==> src/rtl/fetch_unit.sv <==
// fetch_unit: instruction fetch stage feeding the control decoder.
// Holds the PC, fetches one word at a time over a req/ack port, and
// presents the instruction plus decoder fields with a valid/ready handshake.
// Optional feature macro: INSTR_COUNT_EN (retired-instruction counter).
module fetch_unit #(
  parameter logic [31:0] RESET_PC   = 32'h0000_0000,
  parameter int          WAIT_LIMIT = 255
) (
  input  logic        clk,
  input  logic        reset,
  output logic        imem_req,
  output logic [31:0] imem_addr,
  input  logic        imem_ack,
  input  logic [31:0] imem_rdata,
  output logic        instr_valid,
  input  logic        instr_ready,
  output logic [31:0] instr,
  output logic [6:0]  opcode,
  output logic [2:0]  funct3,
  output logic        funct75,
  output logic [31:0] pc,
  output logic [31:0] pc_plus4,
  input  logic        pc_src,
  input  logic [31:0] pc_target,
  output logic        halted,
  output logic [1:0]  fault_code,
  output logic [31:0] instret
);

  localparam int CW = (WAIT_LIMIT < 1) ? 1 : $clog2(WAIT_LIMIT + 1);

  localparam logic [1:0] FAULT_NONE     = 2'b00;
  localparam logic [1:0] FAULT_MISALIGN = 2'b01;
  localparam logic [1:0] FAULT_TIMEOUT  = 2'b10;

  typedef enum logic [1:0] {IDLE, FETCH, ISSUE, HALT} state_t;

  state_t          state, state_nxt;
  logic [31:0]     pc_nxt;
  logic [31:0]     instr_nxt;
  logic [31:0]     next_pc;
  logic [CW-1:0]   wait_cnt, wait_cnt_nxt;
  logic [1:0]      fault_nxt;
  logic            wait_expired;

  assign pc_plus4    = pc + 32'd4;
  assign next_pc     = pc_src ? pc_target : pc_plus4;
  assign imem_addr   = pc;
  assign imem_req    = (state == FETCH);
  assign instr_valid = (state == ISSUE);
  assign halted      = (state == HALT);
  assign opcode      = instr[6:0];
  assign funct3      = instr[14:12];
  assign funct75     = instr[30];

  // The current FETCH cycle is the last one allowed before the watchdog fires.
  assign wait_expired = (WAIT_LIMIT != 0) && ((32'(wait_cnt) + 32'd1) == 32'(WAIT_LIMIT));

  // State, PC, instruction, wait counter and fault code registers.
  always_ff @(posedge clk) begin
    if (reset) begin
      state      <= IDLE;
      pc         <= RESET_PC;
      instr      <= 32'h0000_0013;
      wait_cnt   <= '0;
      fault_code <= FAULT_NONE;
    end else begin
      state      <= state_nxt;
      pc         <= pc_nxt;
      instr      <= instr_nxt;
      wait_cnt   <= wait_cnt_nxt;
      fault_code <= fault_nxt;
    end
  end

  // Next-state and datapath update; acks outside FETCH are deliberately ignored.
  always_comb begin
    state_nxt    = state;
    pc_nxt       = pc;
    instr_nxt    = instr;
    wait_cnt_nxt = wait_cnt;
    fault_nxt    = fault_code;
    case (state)
      IDLE: begin
        wait_cnt_nxt = '0;
        state_nxt    = FETCH;
      end
      FETCH: begin
        if (imem_ack) begin
          instr_nxt    = imem_rdata;
          wait_cnt_nxt = '0;
          state_nxt    = ISSUE;
        end else if (wait_expired) begin
          fault_nxt = FAULT_TIMEOUT;
          state_nxt = HALT;
        end else begin
          wait_cnt_nxt = wait_cnt + CW'(1);
        end
      end
      ISSUE: begin
        if (instr_ready) begin
          if (next_pc[1:0] != 2'b00) begin
            fault_nxt = FAULT_MISALIGN;
            state_nxt = HALT;
          end else begin
            pc_nxt    = next_pc;
            state_nxt = FETCH;
          end
        end
      end
      HALT: begin
        state_nxt = HALT;
      end
      default: begin
        state_nxt = IDLE;
      end
    endcase
  end

`ifdef INSTR_COUNT_EN
  logic retire;

  assign retire = (state == ISSUE) && instr_ready && (next_pc[1:0] == 2'b00);

  // Count every consumed instruction whose successor PC is legal; wraps at 2^32.
  always_ff @(posedge clk) begin
    if (reset) begin
      instret <= 32'd0;
    end else if (retire) begin
      instret <= instret + 32'd1;
    end
  end
`else
  assign instret = 32'h0000_0000;
`endif

endmodule

==> config.mk <==
export PLATFORM = sky130hd
export DESIGN_NAME = fetch_unit
export DESIGN_NICKNAME = d
export VERILOG_FILES = /design/src/rtl/fetch_unit.sv
export SDC_FILE = /design/constraint.sdc
export NUM_CORES = 1
export LEC_CHECK = 0
export BUFFER_PORTS_ARGS = -buffer_cell sky130_fd_sc_hd__buf_2
export CAP_MARGIN = 40
export CORE_MARGIN = 2
export CORE_UTILIZATION = 50
export DETAILED_ROUTE_END_ITERATION = 6
export PLACE_DENSITY = 0.84
export SYNTH_ARGS = -nofsm -noshare
export SYNTH_HDL_FRONTEND = slang
export SYNTH_SLANG_ARGS = --single-unit
==> constraint.sdc <==
create_clock -name clk -period 4.6 [get_ports clk]
set_input_delay 0.46 -clock clk [delete_from_list [all_inputs] [get_ports clk]]
set_output_delay 0.46 -clock clk [all_outputs]
set_load 0.01 [all_outputs]
Word level (Yosys, flattened, before mapping). Index checks and enable logic that the tools add are counted.

Add/sub/neg operators: 3. Equal/unequal tests: 10. Multiplexer cells: 14. Bitwise gates (word level): 1. Reduce and logical (&&, ||, !) cells: 9.

Operators by type and width (count): $add 32x3->32 const B (1); $mux 32 (1); $mux 2 (8); $mux 8 (2); $pmux 8 s2 (1); $add 8x1->9 const B (1); $eq 9x8->1 const B (1); $add 8x1->8 const B (1); $pmux 2 s4 (1); $ne 2x1->1 const B (3); $reduce_and 2->1 (3); $reduce_bool 2->1 (3); $reduce_and 5->1 (1); $eq 2x2->1 const B (2); $pmux 2 s2 (1); $ne 3x1->1 const B (1); $ne 3x3->1 const B (1); $reduce_and 3->1 (1); $eq 2x1->1 const B (1); $logic_not 2->1 (1); $ne 2x2->1 const B (1); $not 1->1 (1).

Register bits after elaboration: 76. Input port bits: 69. Output and inout bits: 176.

Depth between registers and ports, before layout.
Depth in word-level cells: 6. Gate-level depth with buffers: 8. Mapped depth without buffers: 7.

Least setup slack after synthesis. No wires, ideal clock.

Path kind: register to output. From: register pc[10] (netlist: imem_addr[10]). To: output pc_plus4[26]. Data arrival time: 1800 ps. Required time: 4140 ps. Path slack: 2340 ps. Stages on the path, launching flop included: 7. Path through: dfxtp_1 > clkbuf_2 > nand4_2 > nor4_2 > clkbuf_1 > nand3_1 > xnor2_1.

Word-level cells in the longest chain between the ends: 1.

RTL lines: from (decl) (RTL line 21) `output logic [31:0] pc,`; from (signal assigned) (RTL line 69) `pc <= pc_nxt;`; $add 32x3->32 (RTL line 46) `assign pc_plus4 = pc + 32'd4;`; to (decl) (RTL line 22) `output logic [31:0] pc_plus4,`.

Every way passes these cells.

Worst setup path in the final report.
From: register pc[10] (netlist: imem_addr[10]). To: output pc_plus4[31].

Same word-level chain as after synthesis.

==> flow_metrics.py <==
metrics = {
    "run_status": {
        "status": "complete, no violations",
    },
    "timing": {
        "tightest_slew_ps": 855,
        "worst_slack_ps": 1710,
        "max_freq_ghz": 0.346,
        "drv_slew": 0,
        "slew_headroom": 0.430,
        "period_share": 0.628,
        "rsz0062_at_grt": "false",
        "period_minus_slack_ps": 2890,
        "hold_viol": 0,
        "setup_tns_ps": 0,
        "fin_skew_ps": 10.8,
        "finalSetupViolations": 0,
    },
    "cts": {
        "htreeDepth": 3,
        "cts_root_buffer": "clkbuf_8",
        "hold_buffers": 0,
        "cts_tree": "built",
        "path_clk_slew_ps": 90,
        "cts.sinks": 76,
        "cts_buffers": 9,
        "clk_latency_ps": 360,
        "cts_setup_buffers": 0,
        "cts-resized-gates": 0,
        "clk_path_buf_depth": 2,
    },
    "worst_setup_path": {
        "critPathMaxFanout": 12,
        "path_cells": "nand4_2, nor4_4, nand4_1, xnor2_1, buf_2",
        "rr_endpoint": "imem_addr[31]",
        "worstSetupEndpointType": "output pin",
        "r2r_start": "imem_addr[10]",
        "cpMaxStageDelayCell": "nor4_4",
        "r2r_setup_slack_ps": 2150,
        "path_delay_family": "simple AND/OR/NAND/NOR gates",
        "crit_path_start": "imem_addr[10]",
        "worstPathRequired_ps": 4140,
        "cp.arrival_ps": 2430,
        "cp-start-kind": "register",
        "crit_type": "reg -> out",
        "path_depth": 5,
        "worst-path-buf-inv": 1,
        "slowest_delay_ps": 650,
        "reg2regPathDepth": 5,
        "endpoint": "pc_plus4[31]",
    },
    "synth": {
        "yosys-top-cells-area": "dfxtp_1 (31%), buf_4 (12%), nand2_1 (8.0%)",
        "synth_warnings": 0,
        "synth_area_leader_cell": "dfxtp_1",
        "synth_ff_type": "dfxtp_1",
        "ys_seq_area_frac": 0.313,
        "synth_seq_cells": 76,
        "synth_most_common_cell": "nand2_1",
        "synth_cell_types": 62,
        "synth_cells": 628,
        "synth.avg_cell_area_um2": 7.73,
        "yosys-top-cells-count": "nand2_1 (104), buf_4 (77), dfxtp_1 (76)",
        "synthArstFlopShare": 0,
        "synth_edf_count": 0,
        "synth_area_um2": 4860,
        "synth_top_cell_area_share": 0.313,
    },
    "min_path": {
        "min_from": "imem_rdata[4]",
        "hold_path_class": "in -> reg",
    },
    "die": {
        "die_x_um": 103,
        "row_count": 35,
        "die_h_um": 103,
        "start_util": 0.521,
        "ios": 245,
        "dieArea_um2": 10500,
        "core-area_um2": 9330,
    },
    "place": {
        "port_buffers": 212,
        "routabilityCongestion": 0.866,
        "place_ws_ps": 1880,
        "dp_hpwl_um": 9280,
    },
    "routing": {
        "dr.pass1.iters": 5,
        "drt_iter0_drc": 222,
        "wl_per_cell_um": 14.1,
        "drc": 0,
        "postRouteAntennaNets": 0,
        "wirelength_um": 12700,
        "vias_per_cell": 5.38,
        "via_count": 4865,
    },
    "global_route": {
        "grt_pass1_wl_um": 19300,
        "grt_max_degree": 79,
        "antenna_found_initial": 0,
        "grt_pass1_vias": 4252,
        "grt_overflow_total": 0,
        "track_usage": 0.228,
    },
    "final_layout": {
        "diodes": 0,
        "area_delta_synth_final_pct": 18.6,
        "drive_above_1_share": 0.321,
        "fin_util": 0.617,
        "final_nets": 847,
    },
    "pwr": {
        "powerDensity_nw_per_um2": 346,
        "power_leakage_nw": 2.80,
        "ir_worst_vdd_v": 0.000175,
    },
    "flow_run": {
        "drv_cap": 0,
    },
}
[routing by layer]
| layer | track usage | wire length, µm |
|---|---|---|
| met5 | 0 | 0 |
| met4 | 0.0851 | 203 |
| met3 | 0.0373 | 902 |
| met2 | 0.405 | 6490 |
| met1 | 0.275 | 5130 |
[area by class of cell]
cell class | instances | area (µm²)
clock inverters | 7 | 104
well taps | 129 | 161
flip-flops and latches | 76 | 1520
repair buffers | 218 | 1150
inverters | 13 | 48.8
clock buffers | 9 | 124
fillers | 873 | 3570
multi-input cells | 452 | 2650
[flip-flops by register name, indices dropped and copies added (netlist names)]
| register | count |
|---|---|
| fault_code | 2 |
| imem_addr | 32 |
| instr | 32 |
| state | 2 |
| wait_cnt | 8 |
[per-stage QoR]
step                instance area (µm²)  cells  hold WS (ps)  power (mW)
global route                       5760    904           321        2.12
detailed placement                 5530    888           448        1.42
finish                             5760    904           319        2.00
floorplan                          4970    659           475        1.24
CTS                                5760    904           309        2.01
global placement                   5480    886           440        1.36
[how the worst min path moves through the flow]
stage	endpoint	slack [ps]	depth (start not counted)
after floorplan	wait_cnt[2]	480	2
after global placement	instr[31]	440	2
after detailed placement	instr[22]	450	2
after CTS	instr[4]	310	3
after global routing	instr[4]	320	3
final	instr[4]	320	3
[power by group]
group	switching (mW)	internal, mW
clock network	0.273	0.314
logic	0.365	0.249
registers	0.0643	0.729
total	0.703	1.29
[cell usage in the layout, fill, tap and decap left out, types with 6 or more instances in the layout]
master    Yosys  final
a21oi_1      56     56
a31oi_1      16     16
and3_1       18     18
buf_2         6    212
clkbuf_8      0      9
conb_1        1     32
dfxtp_1      76     76
ha_1          8      8
inv_1        11     11
nand2_1     104    104
nand2b_1     11     11
nand3_1      15     15
nand3b_1      6      6
nand4_1       8      8
nor2_1       22     22
nor2b_1       6      6
nor3_1       15     15
o211ai_1      8      8
o21ai_0      11     11
o21ai_1       7      7
o31ai_1       6      6
or4_1         8      8
xnor2_1      18     18
xor2_1       10     10
[tightest hold or removal path, cell delays in order]
cell     delay, ps
buf_2           70
nand2_1         40
nand3_1         60
[logic make-up after synthesis]
group / synth area share
xor+xnor: 0.0505
simple gates: 0.259
mux: 0.0149
fa+ha+maj: 0.0206
compound gates: 0.177
other cells: 0.000772
buf+inv: 0.164
flops: 0.313
Note: power is estimated with default switching activity, not from simulation.
